===== src/rtl/vga_scanout.sv =====
// VGA scanout: 640x480@60 timing from a divided system clock, reading a 320x240x3 frame
// buffer through a synchronous port and showing each stored pixel as a 2x2 block.
module vga_scanout #(
  parameter int CLK_DIV = 2,
  parameter int FB_W    = 320,
  parameter int FB_H    = 240,
  parameter int H_FP    = 16,
  parameter int H_SYNC  = 96,
  parameter int H_BP    = 48,
  parameter int V_FP    = 10,
  parameter int V_SYNC  = 2,
  parameter int V_BP    = 33
) (
  input  logic        clk,
  input  logic        rst,
  output logic [16:0] fb_addr,
  output logic        fb_rd_en,
  input  logic [2:0]  fb_data,
  output logic [9:0]  VGA_R,
  output logic [9:0]  VGA_G,
  output logic [9:0]  VGA_B,
  output logic        VGA_HS,
  output logic        VGA_VS,
  output logic        VGA_BLANK,
  output logic        VGA_SYNC,
  output logic        VGA_CLK,
  output logic        vblank,
  output logic        frame_start
);

  localparam int H_ACT = 2 * FB_W;
  localparam int H_TOT = H_ACT + H_FP + H_SYNC + H_BP;
  localparam int V_ACT = 2 * FB_H;
  localparam int V_TOT = V_ACT + V_FP + V_SYNC + V_BP;
  localparam int HW    = $clog2(H_TOT);
  localparam int VW    = $clog2(V_TOT);
  localparam int DW    = (CLK_DIV > 2) ? $clog2(CLK_DIV) : 1;

  localparam logic [DW-1:0] DIV_LAST = DW'(CLK_DIV - 1);
  localparam logic [DW-1:0] DIV_HALF = DW'(CLK_DIV / 2);
  localparam logic [HW-1:0] H_LAST   = HW'(H_TOT - 1);
  localparam logic [HW-1:0] H_ACT_C  = HW'(H_ACT);
  localparam logic [HW-1:0] HS_BEG   = HW'(H_ACT + H_FP);
  localparam logic [HW-1:0] HS_END   = HW'(H_ACT + H_FP + H_SYNC - 1);
  localparam logic [VW-1:0] V_LAST   = VW'(V_TOT - 1);
  localparam logic [VW-1:0] V_ACT_C  = VW'(V_ACT);
  localparam logic [VW-1:0] V_PRE    = VW'(V_ACT - 1);
  localparam logic [VW-1:0] VS_BEG   = VW'(V_ACT + V_FP);
  localparam logic [VW-1:0] VS_END   = VW'(V_ACT + V_FP + V_SYNC - 1);
  localparam logic [16:0]   FB_W17   = 17'(FB_W);

  // timing state
  logic [DW-1:0] div_cnt_q, div_cnt_d;
  logic [HW-1:0] h_cnt_q, h_cnt_d;
  logic [VW-1:0] v_cnt_q, v_cnt_d;

  // fetch / capture pipeline: [0] is the read strobe, [1] marks fb_data valid
  logic [1:0]    vld_pipe_q, vld_pipe_d;
  logic [16:0]   fb_addr_q, fb_addr_d;
  logic [2:0]    pix_hold_q, pix_hold_d;
  logic          act_s1_q, act_s1_d;
  logic          hs_raw_s1_q, hs_raw_s1_d;
  logic          vs_raw_s1_q, vs_raw_s1_d;

  // output registers
  logic [9:0]    vga_r_q, vga_r_d;
  logic [9:0]    vga_g_q, vga_g_d;
  logic [9:0]    vga_b_q, vga_b_d;
  logic          vga_hs_q, vga_hs_d;
  logic          vga_vs_q, vga_vs_d;
  logic          vga_blank_q, vga_blank_d;
  logic          vga_clk_q, vga_clk_d;
  logic          vblank_q, vblank_d;
  logic          frame_start_q, frame_start_d;

  logic          pix_tick;
  logic          h_wrap;
  logic          v_wrap;
  logic          active;
  logic          hs_raw;
  logic          vs_raw;
  logic [16:0]   fetch_addr;

  always_comb begin
    pix_tick   = (div_cnt_q == DIV_LAST);
    h_wrap     = (h_cnt_q == H_LAST);
    v_wrap     = (v_cnt_q == V_LAST);
    active     = (h_cnt_q < H_ACT_C) && (v_cnt_q < V_ACT_C);
    hs_raw     = (h_cnt_q >= HS_BEG) && (h_cnt_q <= HS_END);
    vs_raw     = (v_cnt_q >= VS_BEG) && (v_cnt_q <= VS_END);
    // halving both counters repeats every address on two ticks and two lines
    fetch_addr = 17'(v_cnt_q >> 1) * FB_W17 + 17'(h_cnt_q >> 1);

    div_cnt_d     = pix_tick ? '0 : div_cnt_q + DW'(1);
    h_cnt_d       = h_cnt_q;
    v_cnt_d       = v_cnt_q;
    fb_addr_d     = fb_addr_q;
    act_s1_d      = act_s1_q;
    hs_raw_s1_d   = hs_raw_s1_q;
    vs_raw_s1_d   = vs_raw_s1_q;
    vga_r_d       = vga_r_q;
    vga_g_d       = vga_g_q;
    vga_b_d       = vga_b_q;
    vga_hs_d      = vga_hs_q;
    vga_vs_d      = vga_vs_q;
    vga_blank_d   = vga_blank_q;

    vga_clk_d     = (div_cnt_d < DIV_HALF);
    vld_pipe_d    = {vld_pipe_q[0], pix_tick && active};
    pix_hold_d    = vld_pipe_q[1] ? fb_data : pix_hold_q;
    frame_start_d = pix_tick && h_wrap && (v_cnt_q == V_PRE);

    if (pix_tick) begin
      h_cnt_d = h_wrap ? '0 : h_cnt_q + HW'(1);
      if (h_wrap) v_cnt_d = v_wrap ? '0 : v_cnt_q + VW'(1);
      if (active) fb_addr_d = fetch_addr;

      act_s1_d    = active;
      hs_raw_s1_d = hs_raw;
      vs_raw_s1_d = vs_raw;

      // with CLK_DIV=2 the read data arrives on this very tick, so take it straight from fb_data
      vga_r_d     = act_s1_q ? {10{pix_hold_d[2]}} : 10'h000;
      vga_g_d     = act_s1_q ? {10{pix_hold_d[1]}} : 10'h000;
      vga_b_d     = act_s1_q ? {10{pix_hold_d[0]}} : 10'h000;
      vga_blank_d = act_s1_q;
      vga_hs_d    = ~hs_raw_s1_q;
      vga_vs_d    = ~vs_raw_s1_q;
    end

    vblank_d = (v_cnt_d >= V_ACT_C);
  end

  always_ff @(posedge clk) begin
    if (rst) begin
      div_cnt_q     <= '0;
      h_cnt_q       <= '0;
      v_cnt_q       <= '0;
      vld_pipe_q    <= '0;
      fb_addr_q     <= '0;
      pix_hold_q    <= '0;
      act_s1_q      <= 1'b0;
      hs_raw_s1_q   <= 1'b0;
      vs_raw_s1_q   <= 1'b0;
      vga_r_q       <= '0;
      vga_g_q       <= '0;
      vga_b_q       <= '0;
      vga_hs_q      <= 1'b1;
      vga_vs_q      <= 1'b1;
      vga_blank_q   <= 1'b0;
      vga_clk_q     <= 1'b0;
      vblank_q      <= 1'b0;
      frame_start_q <= 1'b0;
    end else begin
      div_cnt_q     <= div_cnt_d;
      h_cnt_q       <= h_cnt_d;
      v_cnt_q       <= v_cnt_d;
      vld_pipe_q    <= vld_pipe_d;
      fb_addr_q     <= fb_addr_d;
      pix_hold_q    <= pix_hold_d;
      act_s1_q      <= act_s1_d;
      hs_raw_s1_q   <= hs_raw_s1_d;
      vs_raw_s1_q   <= vs_raw_s1_d;
      vga_r_q       <= vga_r_d;
      vga_g_q       <= vga_g_d;
      vga_b_q       <= vga_b_d;
      vga_hs_q      <= vga_hs_d;
      vga_vs_q      <= vga_vs_d;
      vga_blank_q   <= vga_blank_d;
      vga_clk_q     <= vga_clk_d;
      vblank_q      <= vblank_d;
      frame_start_q <= frame_start_d;
    end
  end

  assign fb_addr     = fb_addr_q;
  assign fb_rd_en    = vld_pipe_q[0];
  assign VGA_R       = vga_r_q;
  assign VGA_G       = vga_g_q;
  assign VGA_B       = vga_b_q;
  assign VGA_HS      = vga_hs_q;
  assign VGA_VS      = vga_vs_q;
  assign VGA_BLANK   = vga_blank_q;
  assign VGA_SYNC    = 1'b0;
  assign VGA_CLK     = vga_clk_q;
  assign vblank      = vblank_q;
  assign frame_start = frame_start_q;

endmodule


===== config.mk =====
export PLATFORM = sky130hd
export DESIGN_NAME = vga_scanout
export DESIGN_NICKNAME = d
export VERILOG_FILES = /design/src/rtl/vga_scanout.sv
export SDC_FILE = /design/constraint.sdc
export NUM_CORES = 1
export LEC_CHECK = 0
export BUFFER_PORTS_ARGS = -buffer_cell sky130_fd_sc_hd__clkbuf_2
export CAP_MARGIN = 20
export CORE_ASPECT_RATIO = 0.7
export CORE_MARGIN = 2
export CORE_UTILIZATION = 25
export CTS_CLUSTER_SIZE = 40
export DETAILED_ROUTE_END_ITERATION = 8
export SYNTH_ARGS = -nofsm -noshare
export SYNTH_HDL_FRONTEND = slang
export SYNTH_SLANG_ARGS = --single-unit

===== constraint.sdc =====
create_clock -name clk -period 4 [get_ports clk]
set_input_delay 0.2 -clock clk [delete_from_list [all_inputs] [get_ports clk]]
set_output_delay 0.2 -clock clk [all_outputs]
set_load 0.005 [all_outputs]

* Yosys cells after proc, flatten, opt, wreduce, memory -nomap -nowiden
Index checks and enable logic that the tools add are counted.
** Operators by class
- Bitwise gates (word level) :: 2
- $add $sub $neg :: 4
- Multipliers :: 1
- Reduce and logical (&&, ||, !) cells :: 7
- Multiplexer cells :: 9
- Eq/ne operators :: 3
- $lt $le $gt $ge :: 8
** Operators with widths (count)
- $mux 10 :: 7
- $add 10x1->10 const B :: 2
- $eq 10x10->1 const B :: 2
- $ge 10x9->1 const B :: 2
- $add 17x9->17 :: 1
- $mul 9x3->11 const B :: 1
- $eq 10x9->1 const B :: 1
- $ge 10x10->1 const B :: 1
- $le 10x10->1 const B :: 1
- $le 10x9->1 const B :: 1
- $lt 10x10->1 const B :: 1
- $lt 10x9->1 const B :: 1
- $logic_and 1x1->1 :: 6
- $mux 3 :: 1
- $not 1->1 :: 2
- $reduce_and 2->1 :: 1
- $add 1x1->1 const B :: 1
- $lt 1x1->1 const B :: 1
- $mux 1 :: 1
** Storage, ports and cells
- Input bits :: 5
- Flip-flop bits (word level) :: 82

* Longest topological paths before layout
Gate-level depths: netlist (run 1).
- Word-level depth :: 5
- Gate-level depth with buffers :: 9

* Worst setup path before layout (run 1)
Ideal clock, no wire load.
- Kind :: flip-flop to flip-flop
- From :: register v_cnt_q[2]
- To :: register fb_addr_q[15], in the netlist fb_addr[15]
- Arrival time :: 2.551 ns
- Cell stages (with the launch flop) :: 10
- Period minus slack after synthesis :: 2.637 ns
- Required time :: 3.914 ns
- Setup slack :: 1.363 ns
- Path through :: dfxtp_1 -> ha_1 -> ha_1 -> fa_1 -> a211oi_1 -> nor2_1 -> and4bb_2 -> nand3_1 -> xor2_1 -> a211oi_1
** On the way
- Cells in the longest elaborated chain, start to end :: 3
** RTL lines
- start: declaration :: line 55 : logic [VW-1:0] v_cnt_q, v_cnt_d;
- start signal: assignment :: line 157 : v_cnt_q <= v_cnt_d;
- parallel branches: the longest is 3 deep, another holds $add 17x9->17
- end signal: assignment :: line 159 : fb_addr_q <= fb_addr_d;
- end: declaration :: line 59 : logic [16:0] fb_addr_q, fb_addr_d;
Several ways; the timed one is not identified.
A chain may end at the register's enable or synchronous reset.

* Final worst setup path (run 1)
- From :: register v_cnt_q[2]
- To :: register fb_addr_q[16], in the netlist fb_addr[16]
The elaborated chain is that of the path after synthesis.

==> results of run 1 <==
==> worst max-delay path, cell delays in order (launching register included) <==
cell	delay [ns]
dfxtp_1	0.49
ha_1	0.29
ha_1	0.23
fa_1	0.41
a211oi_1	0.43
nor2_1	0.12
and4bb_2	0.34
nand4_1	0.11
xnor2_1	0.16
a211oi_1	0.22
==> registers in the layout, summed over array words and instances (netlist names), 2 cells and up <==
name / count
pix_hold_q: 3
fb_addr: 17
vld_pipe_q: 2
h_cnt_q: 10
v_cnt_q: 10
==> metal layers <==
| layer | part of all wire (%) | routed length (um) | vias up | global-route usage, % |
|---|---|---|---|---|
| li1 | - | - | 1233 | - |
| met1 | 53 | 3350 | 1087 | 14.6 |
| met2 | 41 | 2600 | 47 | 13.8 |
| met3 | 5.1 | 323 | 4 | 2.73 |
| met4 | 0.73 | 46 | 0 | 2.40 |
| met5 | 0 | 0 | - | 0 |
==> metrics by stage <==
stage,cell area [um^2],std cells,utilization (%)
after floorplan,3070,356,-
after global placement,3280,528,27.6
after detailed placement,3280,528,27.6
after CTS,3430,536,28.9
after global routing,3430,536,28.9
final,3430,536,28.9
==> power by group through the flow <==
stage | Sequential (mW) | Clock [mW] | Combinational [mW]
floorplan | 0.577 | 0 | 0.0361
global placement | 0.578 | 0 | 0.0514
detailed placement | 0.578 | 0 | 0.0516
CTS | 0.565 | 0.464 | 0.0519
global route | 0.567 | 0.484 | 0.0579
finish | 0.565 | 0.446 | 0.0511
==> cells in the mapped netlist, types with 3 or more instances <==
cell / number
dfxtp_1: 55
nor2_1: 47
nand2_1: 36
buf_4: 28
ha_1: 21
a21oi_1: 17
xnor2_1: 16
clkbuf_1: 13
a211oi_1: 11
nand3_1: 11
o21ai_0: 11
xor2_1: 11
nand2b_1: 9
nand4_1: 9
inv_1: 7
a21o_1: 6
nor2b_1: 6
mux2i_1: 4
and3_1: 3
nor3_1: 3
nor4b_1: 3
o32ai_1: 3
==> worst max-delay path by stage <==
stage | from | end | slack, ns | cells after the start
final | v_cnt_q[2]$_SDFF_PP0_ | fb_addr[16]$_SDFFE_PP0P_ | 1.10 | 9
after global routing | v_cnt_q[2]$_SDFF_PP0_ | fb_addr[16]$_SDFFE_PP0P_ | 0.82 | 9
after detailed placement | v_cnt_q[2]$_SDFF_PP0_ | fb_addr[15]$_SDFFE_PP0P_ | 1.12 | 9
after CTS | v_cnt_q[2]$_SDFF_PP0_ | fb_addr[16]$_SDFFE_PP0P_ | 1.07 | 9
after floorplan | v_cnt_q[2]$_SDFF_PP0_ | fb_addr[15]$_SDFFE_PP0P_ | 1.36 | 9
after global placement | v_cnt_q[2]$_SDFF_PP0_ | fb_addr[15]$_SDFFE_PP0P_ | 1.18 | 9
==> cell usage in the layout, fill, tap and decap left out, drive strengths merged, types with 2 or more instances in the layout <==
cell     n
ha      21
and3     3
o32ai    3
nor2    47
nor3     3
nor4b    3
a21oi   17
o21bai   2
a21o     6
clkbuf  63
or4b     2
and3b    2
a22oi    2
nand3   11
nor4     2
nor2b    6
mux2i    4
o21ai   11
xor2    11
nand2   36
a211oi  11
dfxtp   55
inv      9
xnor2   16
nand2b   9
fa       2
nand4    9
==> area by class of cell <==
| cell class | instances | area share (%) |
|---|---|---|
| multi-input cells | 250 | 48.3 |
| flip-flops and latches | 55 | 32.1 |
| repair buffers | 59 | 8.69 |
| well taps | 157 | 5.73 |
| clock buffers | 5 | 3.65 |
| inverters | 7 | 0.767 |
| clock inverters | 3 | 0.730 |
==> logic make-up after synthesis <==
logic type | synth area share [%]
AO/OA/AOI/OAI | 11.3
XOR/XNOR | 7.71
adder cells (fa/ha/maj) | 9.87
buffers and inverters | 10.2
flip-flops | 35.9
multiplexers | 1.31
other | 0.122
AND/OR/NAND/NOR | 23.6
==> metrics.cfg, run 1 <==
[sta]
clock_skew_ns = 0.0107
timing.fmax_mhz = 345
timing_hold_violations_final = 0
final.setup.tns_ns = 0
post-route-worst-setup-slack_ns = 1.10
max_slew.worst_pin.slew_ns = 0.867
grt_setup_unrepaired = no
setup_viol_count_final = 0
relative_slew_margins_pct = 42.2
worst_hold_slack_ns = 0.164
final.period_utilization_pct = 72.4
final_period_minus_worst_setup_slack_ns = 2.90
slew_violations = 0

[cts]
cts_repair_resize_count = 0
clock_latency_ns = 0.30
cts_htree_levels = 2
post_cts_hold_buffer_count = 0
ctsRootBufferMaster = clkbuf_16
cts-buffers-inserted = 5
postCtsSetupBuffers = 0
tritoncts = yes
cts_buffer_depth = 2
clock_sinks = 55
cts.clk_slew.worst_paths_ns = 0.08

[worst_setup_path]
cp.arrival_ns = 3.10
critPathRequiredTime_ns = 4.21
crit_path_max_fo = 9
crit-reg2reg-launch = v_cnt_q[2]$_SDFF_PP0_
reg2regPathDepth = 9
critical_path_end_type = flip-flop
critical_path.startpoint_type = flip-flop
timing.reg2reg.setup_slack_ns = 1.10
timing_worst_setup_path_type = flip-flop to flip-flop
worstReg2RegEnd = fb_addr[16]$_SDFFE_PP0P_

[run]
number_of_max_capacitance_violations_reported = 0

[route]
drt_wl_total_mm = 6.32
drc = 0
drt.antenna.violating_nets = 0
first_drt_iteration_drcs = 85
post_drt_wl_per_cell_um = 11.8
drt_pre_antenna_iters = 4
vias = 2371
drt-vias-per-instance = 4.42

[global_routing]
grt_max_degree = 43
grt_first_pass_wirelength_mm = 10.4
via_count_of_the_first_global_routing_pass = 2101
global_route.usage.total_pct = 9.82
antenna_found_initial = 0
global_route.overflow_total = 0

[logic_synthesis]
number_of_register_bits_inferred_by_synthesis = 55
synth_area_leader_cell = dfxtp_1
yosysWarnings = 0
cell_types_with_the_largest_area_share_after_synthesis = dfxtp_1 36%, ha_1 8.6%, buf_4 6.9%
ys_dominant_reg_cell = dfxtp_1
async_reset_ff_share_pct = 0
netlist_instances = 356
synth_largest_type_area_fraction_pct = 35.9
synth_area_per_inst_um2 = 8.62
yosysSeqAreaShare_pct = 35.9
synthesis.nets = 384
number_of_library_cell_types_mapped_by_synthesis = 42
synth_edf_count = 0
mappedNetlistArea_um2 = 3070

[pwr]
power.share.combinational_pct = 4.8
netSwitchingFraction_pct = 23.4
power_mw = 1.06
p_leak_nw = 1.42
seq_power_share_pct = 53.2
vdd_ir_drop_max_v = 0.000174
power_report.internal_total_mw = 0.813
pwr-share-clk_pct = 42.0
power.net_switching_mw = 0.248
power.density_cell_area_nw_per_um2 = 310

[floorplanning]
fp.dieH_um = 96.7
initial_core_util_pct = 25.9
fp.dieW_um = 136
floorplan.rows = 33
floorplan.die_area_um2 = 13200
fp.coreArea_um2 = 11900
top_level_ports = 60

[cells_and_area]
multiInputGateArea_um2 = 1650
layout-area-overhead-vs-synth_pct = 11.7
sequential_cell_area_um2 = 1100
finish.net_count = 406
num-fill-cells = 1250
antenna-diode-count = 0
layout-drive-gt1-share_pct = 19.0

[run_status]
status = completed

[placement]
pre_cts_slack_ns = 1.12
global_placer_s_final_weighted_congestion = 0.837
dp_hpwl_mm = 4.74
placement.io_buffers = 58

[hold_path]
hold_start = fb_data[2]
holdPathEnd = pix_hold_q[2]$_SDFF_PP0_
hold_path_depth = 3
worst_hold_path_type = primary input to flip-flop

(Power assumes the default switching activity.)
==> inputs of run 2 (changes only) <==
--- a/config.mk
+++ b/config.mk
@@ -5,6 +5,7 @@
 export SDC_FILE = /design/constraint.sdc
 export NUM_CORES = 1
 export LEC_CHECK = 0
+export ABC_AREA = 1
 export BUFFER_PORTS_ARGS = -buffer_cell sky130_fd_sc_hd__clkbuf_2
 export CAP_MARGIN = 20
 export CORE_ASPECT_RATIO = 0.7
==> constraint.sdc (replaced) <==
create_clock -name clk -period 3 [get_ports clk]
set_input_delay 0.15 -clock clk [delete_from_list [all_inputs] [get_ports clk]]
set_output_delay 0.15 -clock clk [all_outputs]
set_load 0.005 [all_outputs]
==> run 2 against run 1 <==
Against the previous run: sequential power is 38% higher; die area rose by 6.8%; largest cell class unchanged; clock-buffer cell count is 1 higher; critical path type unchanged.
==> metrics.cfg, run 2 <==
[run_status]
status = completed

[route]
first_drt_iteration_drcs = 146
post_drt_wl_per_cell_um = 11.8
drt.antenna.violating_nets = 0
vias = 2845
drt-vias-per-instance = 4.38
drc = 0
drt_wl_total_mm = 7.65
drt_pre_antenna_iters = 4

[cells_and_area]
layout-drive-gt1-share_pct = 17.9
layout.cells.most_common = nand2_1
finish.net_count = 514
antenna-diode-count = 0
fin_cells = 649
flip_flop_count_of_the_largest_register_after_layout = 17
layout-area-overhead-vs-synth_pct = 13.5
leading_cell_types_in_the_layout_fill_and_taps_excluded = 104 x nand2_1, 58 x clkbuf_2, 57 x inv_1

[pwr]
pwr-share-clk_pct = 45.2
power.net_switching_mw = 0.376
netSwitchingFraction_pct = 22.7
power_mw = 1.66
seq_power_share_pct = 46.9
power_report.internal_total_mw = 1.28
power.share.combinational_pct = 7.9
power.density_cell_area_nw_per_um2 = 445
vdd_ir_drop_max_v = 0.000281
p_leak_nw = 1.91

[cts]
cts.clk_slew.worst_paths_ns = 0.07
cts_repair_resize_count = 0
post_cts_hold_buffer_count = 0
ctsRootBufferMaster = clkbuf_16
cts-buffers-inserted = 5
postCtsSetupBuffers = 0
tritoncts = yes
clock_sinks = 55
cts_htree_levels = 2
clock_latency_ns = 0.30
cts_buffer_depth = 2

[worst_setup_path]
critical_path.startpoint_type = flip-flop
path_buf_inv = 1
worst_path_most_repeated_cell = nor2_1
cp.arrival_ns = 2.80
family_with_the_most_delay_on_the_worst_path = adder cells
critical_path_end_type = flip-flop
critical-path-slowest-cell = fa_1
critPathRequiredTime_ns = 3.20
worst_path_largest_cell_delay_ns = 0.55
crit_path_cell_trace = ha_1 > ha_1 > fa_1 > nand2_1 > nor2_1 > nand2_1 > a21oi_1 > nand3_1 > nor2_1 > nor2_1 > o21ai_1 > inv_1
timing_worst_setup_path_type = flip-flop to flip-flop
crit_path_max_fo = 8

[floorplanning]
initial_core_util_pct = 26.0
floorplan.die_area_um2 = 14100
floorplan.rows = 34
fp.coreArea_um2 = 12600
fp.dieW_um = 141
top_level_ports = 60
fp.dieH_um = 99.9

[sta]
timing.fmax_mhz = 384
final.period_utilization_pct = 86.8
grt_setup_unrepaired = no
post-route-worst-setup-slack_ns = 0.396
clock_skew_ns = 0.0103
final.setup.tns_ns = 0
relative_slew_margins_pct = 48.7
final_period_minus_worst_setup_slack_ns = 2.60
timing_hold_violations_final = 0
max_slew.worst_pin.slew_ns = 0.769
slew_violations = 0
setup_viol_count_final = 0

[placement]
pre_cts_slack_ns = 0.425
dp_hpwl_mm = 5.93
placement.io_buffers = 58
global_placer_s_final_weighted_congestion = 0.860
placedCellCount = 641

[global_routing]
grt_first_pass_wirelength_mm = 12.4
met1_usage_pct = 15.5
met3_routing_resource_usage_after_global_routing_pct = 2.77
busiest_layer = met2
gr_layer_usage_met2_pct = 16.4
via_count_of_the_first_global_routing_pass = 2626
grt_max_degree = 25
global_route.usage.total_pct = 11.0
global_route.overflow_total = 0
antenna_found_initial = 0

[logic_synthesis]
netlist_instances = 453
async_reset_ff_share_pct = 0
number_of_register_bits_inferred_by_synthesis = 55
yosysWarnings = 0
post-synth-top-count-cell = nand2_1
yosysSeqAreaShare_pct = 33.5
synth_commonest_cells = 104 x nand2_1, 57 x inv_1, 55 x dfxtp_1
synth_area_per_inst_um2 = 7.25
synth_largest_type_area_fraction_pct = 33.5
cell_types_with_the_largest_area_share_after_synthesis = dfxtp_1 34%, nand2_1 12%, ha_1 8.0%
ys_dominant_reg_cell = dfxtp_1
number_of_library_cell_types_mapped_by_synthesis = 41
synthesis.nets = 481
synth_area_leader_cell = dfxtp_1
synth_edf_count = 0
mappedNetlistArea_um2 = 3280

[run]
number_of_max_capacitance_violations_reported = 0

[hold_path]
worst_hold_path_type = primary input to flip-flop

run 2: cell types whose count changed after synthesis, moves of 5 or more:
cell      change
a211oi_1     -11
a21o_1        -5
clkbuf_1     -11
inv_1        +50
nand2_1      +68
nand2b_1      -9
nand3_1      +16
nor2b_1       -6
o21ai_0       +8
o21ai_1       +5
xnor2_1      -14
run 2: worst min-delay path: cells and delay by family:
kind / cells / cell delay (ns)
buffers and inverters: 2 / 0.12
AO/OA/AOI/OAI: 1 / 0.07
run 2: final timing paths:
check | start | slack [ns] | to | depth (start not counted)
hold / removal | fb_data[2] | 0.09 | pix_hold_q[2]$_SDFF_PP0_ | 3
hold reg to reg | vld_pipe_q[0]$_SDFF_PP0_ | 0.44 | vld_pipe_q[1]$_SDFF_PP0_ | 2
setup / recovery | v_cnt_q[4]$_SDFF_PP0_ | 0.40 | fb_addr[15]$_SDFFE_PP0P_ | 12
setup reg to reg | v_cnt_q[4]$_SDFF_PP0_ | 0.40 | fb_addr[15]$_SDFFE_PP0P_ | 12
run 2: cells by family (layout without fill, tap and decap cells):
logic type	count (synthesis)	in the layout	synth area share [%]
AO/OA/AOI/OAI	53	53	9.26
adder cells (fa/ha/maj)	23	23	9.22
flip-flops	55	55	33.5
other	1	1	0.114
XOR/XNOR	9	9	2.40
AND/OR/NAND/NOR	216	216	30.5
buffers and inverters	96	130	15.0
run 2: area by class of cell:
cell class / instances / area [um^2]
fillers: 1360 / 8910
multi-input cells: 302 / 1690
flip-flops and latches: 55 / 1100
repair buffers: 61 / 313
inverters: 61 / 231
well taps: 162 / 203
clock buffers: 6 / 129
clock inverters: 2 / 60.1
run 2: metrics by stage:
stage	instance area [um^2]	hold slack (ns)	util [%]
floorplan	3280	0.258	-
global placement	3540	0.400	28.0
detailed placement	3540	0.407	28.0
CTS	3730	0.0894	29.5
global route	3730	0.116	29.5
finish	3730	0.0904	29.5
run 2: layer usage:
metal | up-vias | share of wire [%]
li1 | 1488 | -
met1 | 1295 | 52
met2 | 54 | 43
met3 | 8 | 4.1
met4 | 0 | 1.5
met5 | - | 0
run 2: power groups by stage:
stage                     logic (mW)  registers [mW]  clock network (mW)
final                          0.131           0.779               0.751
after CTS                      0.133           0.779               0.766
after global routing           0.149           0.783               0.790
after floorplan               0.0941           0.789                   0
after detailed placement       0.132           0.796                   0
after global placement         0.129           0.795                   0
==> inputs of run 3 (changes only) <==
--- a/config.mk
+++ b/config.mk
@@ -13,6 +13,7 @@
 export CORE_UTILIZATION = 25
 export CTS_CLUSTER_SIZE = 40
 export DETAILED_ROUTE_END_ITERATION = 8
+export RECOVER_POWER = 50
 export SYNTH_ARGS = -nofsm -noshare
 export SYNTH_HDL_FRONTEND = slang
 export SYNTH_SLANG_ARGS = --single-unit
==> run 3 against run 2 <==
Against the previous run: first-iteration DRC count is 9.6% lower; total power fell by 0.66%; final area decreased by 0.84%; die area stayed put; critical path depth unchanged; flip-flop and latch count is the same; clock power fell by 1%; critical path type unchanged; highest routed layer unchanged.
==> metrics.cfg, run 3 (synthesis results as in run 2) <==
[worst_setup_path]
reg2regPathDepth = 12
critical_path_end_type = flip-flop
crit_path_cell_trace = ha_1 > ha_1 > fa_1 > nand2_1 > nor2_1 > nand2_1 > a21oi_1 > nand3_1 > nor2_1 > nor2_1 > o21ai_1 > inv_1
critPathRequiredTime_ns = 3.20
timing_worst_setup_path_type = flip-flop to flip-flop
timing.reg2reg.setup_slack_ns = 0.39
crit-reg2reg-launch = v_cnt_q[4]$_SDFF_PP0_
critical_path.startpoint_type = flip-flop
worstReg2RegEnd = fb_addr[15]$_SDFFE_PP0P_
worst_path_most_repeated_cell = nor2_1
worst_path_largest_cell_delay_ns = 0.55
cp.arrival_ns = 2.81
critical-path-slowest-cell = fa_1
crit_path_max_fo = 8

[cells_and_area]
finish.net_count = 514
flip_flop_count_of_the_largest_register_after_layout = 17
layout.cells.most_common = nand2_1
layout-drive-gt1-share_pct = 12.7
leading_cell_types_in_the_layout_fill_and_taps_excluded = 104 x nand2_1, 57 x inv_1, 55 x dfxtp_1
antenna-diode-count = 0
layout.core_utilization_pct = 29.3
layout-area-overhead-vs-synth_pct = 12.6

[pwr]
pwr-share-clk_pct = 45.0
power_report.internal_total_mw = 1.28
seq_power_share_pct = 47.2
netSwitchingFraction_pct = 22.3
power_mw = 1.65
power.density_cell_area_nw_per_um2 = 446
p_leak_nw = 1.82
vdd_ir_drop_max_v = 0.000276
power.share.combinational_pct = 7.8
power.net_switching_mw = 0.368

[global_routing]
grt_first_pass_wirelength_mm = 12.4
global_route.overflow_total = 0
global_route.usage.total_pct = 11.0
via_count_of_the_first_global_routing_pass = 2626
grt_max_degree = 25
antenna_found_initial = 0

[cts]
tritoncts = yes
cts_buffer_depth = 2
post_cts_hold_buffer_count = 0
cts.clk_slew.worst_paths_ns = 0.07
cts_htree_levels = 2
ctsRootBufferMaster = clkbuf_16
clock_sinks = 55
clock_latency_ns = 0.30
cts-buffers-inserted = 5
cts_repair_resize_count = 0
postCtsSetupBuffers = 0

[placement]
placement.io_buffers = 58
dp_hpwl_mm = 5.93
pre_cts_slack_ns = 0.425
global_placer_s_final_weighted_congestion = 0.860

[floorplanning]
fp.dieW_um = 141
fp.coreArea_um2 = 12600
fp.dieH_um = 99.9
initial_core_util_pct = 26.0
floorplan.die_area_um2 = 14100
top_level_ports = 60
floorplan.rows = 34

[run]
number_of_max_capacitance_violations_reported = 0

[run_status]
status = completed

[sta]
clock_skew_ns = 0.00734
max_slew.worst_pin.slew_ns = 0.758
post-route-worst-setup-slack_ns = 0.390
timing.fmax_mhz = 383
setup_viol_count_final = 0
final.period_utilization_pct = 87.0
grt_setup_unrepaired = no
final_period_minus_worst_setup_slack_ns = 2.61
final.setup.tns_ns = 0
timing_hold_violations_final = 0
relative_slew_margins_pct = 49.4
slew_violations = 0

[route]
vias = 2855
first_drt_iteration_drcs = 132
drt_wl_total_mm = 7.63
drt_pre_antenna_iters = 4
drc = 0
drt.antenna.violating_nets = 0
post_drt_wl_per_cell_um = 11.8
drt-vias-per-instance = 4.40

[hold_path]
holdPathEnd = pix_hold_q[2]$_SDFF_PP0_
worst_hold_path_type = primary input to flip-flop
hold_start = fb_data[2]
hold_path_depth = 3

-- run 3: changes by cell type in the layout (fill, tap and decap cells not counted), sizes merged --
| cell | previous run | this run |
|---|---|---|
| clkbuf | 64 | 63 |
| buf | 3 | 4 |
-- run 3: critical path: cells and delay by family (launching register included) --
kind | cells | cell delay, ns
DFF | 1 | 0.46
adders and majority gates | 3 | 1.08
AOI/OAI and AO/OA | 2 | 0.34
and+or+nand+nor | 6 | 0.61
buffers and inverters | 1 | 0.05
-- run 3: power by group through the flow --
| stage | combinational, mW | clock (mW) | sequential (mW) |
|---|---|---|---|
| floorplan | 0.0941 | 0 | 0.789 |
| global placement | 0.129 | 0 | 0.795 |
| detailed placement | 0.132 | 0 | 0.796 |
| CTS | 0.133 | 0.766 | 0.779 |
| global route | 0.147 | 0.790 | 0.783 |
| finish | 0.128 | 0.743 | 0.779 |
-- run 3: cell type report --
cell class	instances	area, um^2
well taps	162	203
inverters	61	231
flip-flops and latches	55	1100
clock buffers	6	129
fillers	1376	8940
clock inverters	2	60.1
multi-input cells	302	1690
repair buffers	61	282
-- run 3: worst max path at each step --
| stage | start | endpoint | slack [ns] | cells after the start |
|---|---|---|---|---|
| 2_1_floorplan | v_cnt_q[4]$_SDFF_PP0_ | fb_addr[15]$_SDFFE_PP0P_ | 0.69 | 12 |
| 3_3_place_gp | v_cnt_q[4]$_SDFF_PP0_ | fb_addr[15]$_SDFFE_PP0P_ | 0.52 | 12 |
| 3_5_place_dp | v_cnt_q[4]$_SDFF_PP0_ | fb_addr[15]$_SDFFE_PP0P_ | 0.42 | 12 |
| 4_1_cts | v_cnt_q[4]$_SDFF_PP0_ | fb_addr[15]$_SDFFE_PP0P_ | 0.40 | 12 |
| 5_1_grt | v_cnt_q[4]$_SDFF_PP0_ | fb_addr[15]$_SDFFE_PP0P_ | 0.16 | 12 |
| 6_report | v_cnt_q[4]$_SDFF_PP0_ | fb_addr[15]$_SDFFE_PP0P_ | 0.39 | 12 |
-- run 3: metrics by stage --
| stage | area, um^2 | hold WS (ns) | std cells |
|---|---|---|---|
| finish | 3700 | 0.0943 | 649 |
| global route | 3700 | 0.116 | 649 |
| CTS | 3730 | 0.0894 | 649 |
| detailed placement | 3540 | 0.407 | 641 |
| global placement | 3540 | 0.400 | 641 |
| floorplan | 3280 | 0.258 | 453 |
-- run 3: per-layer routing --
layer | global-route usage [%] | wire (um) | up-vias
li1 | - | - | 1491
met1 | 15.5 | 3950 | 1298
met2 | 16.4 | 3220 | 58
met3 | 2.77 | 344 | 8
met4 | 3.77 | 112 | 0
met5 | 0 | 0 | -
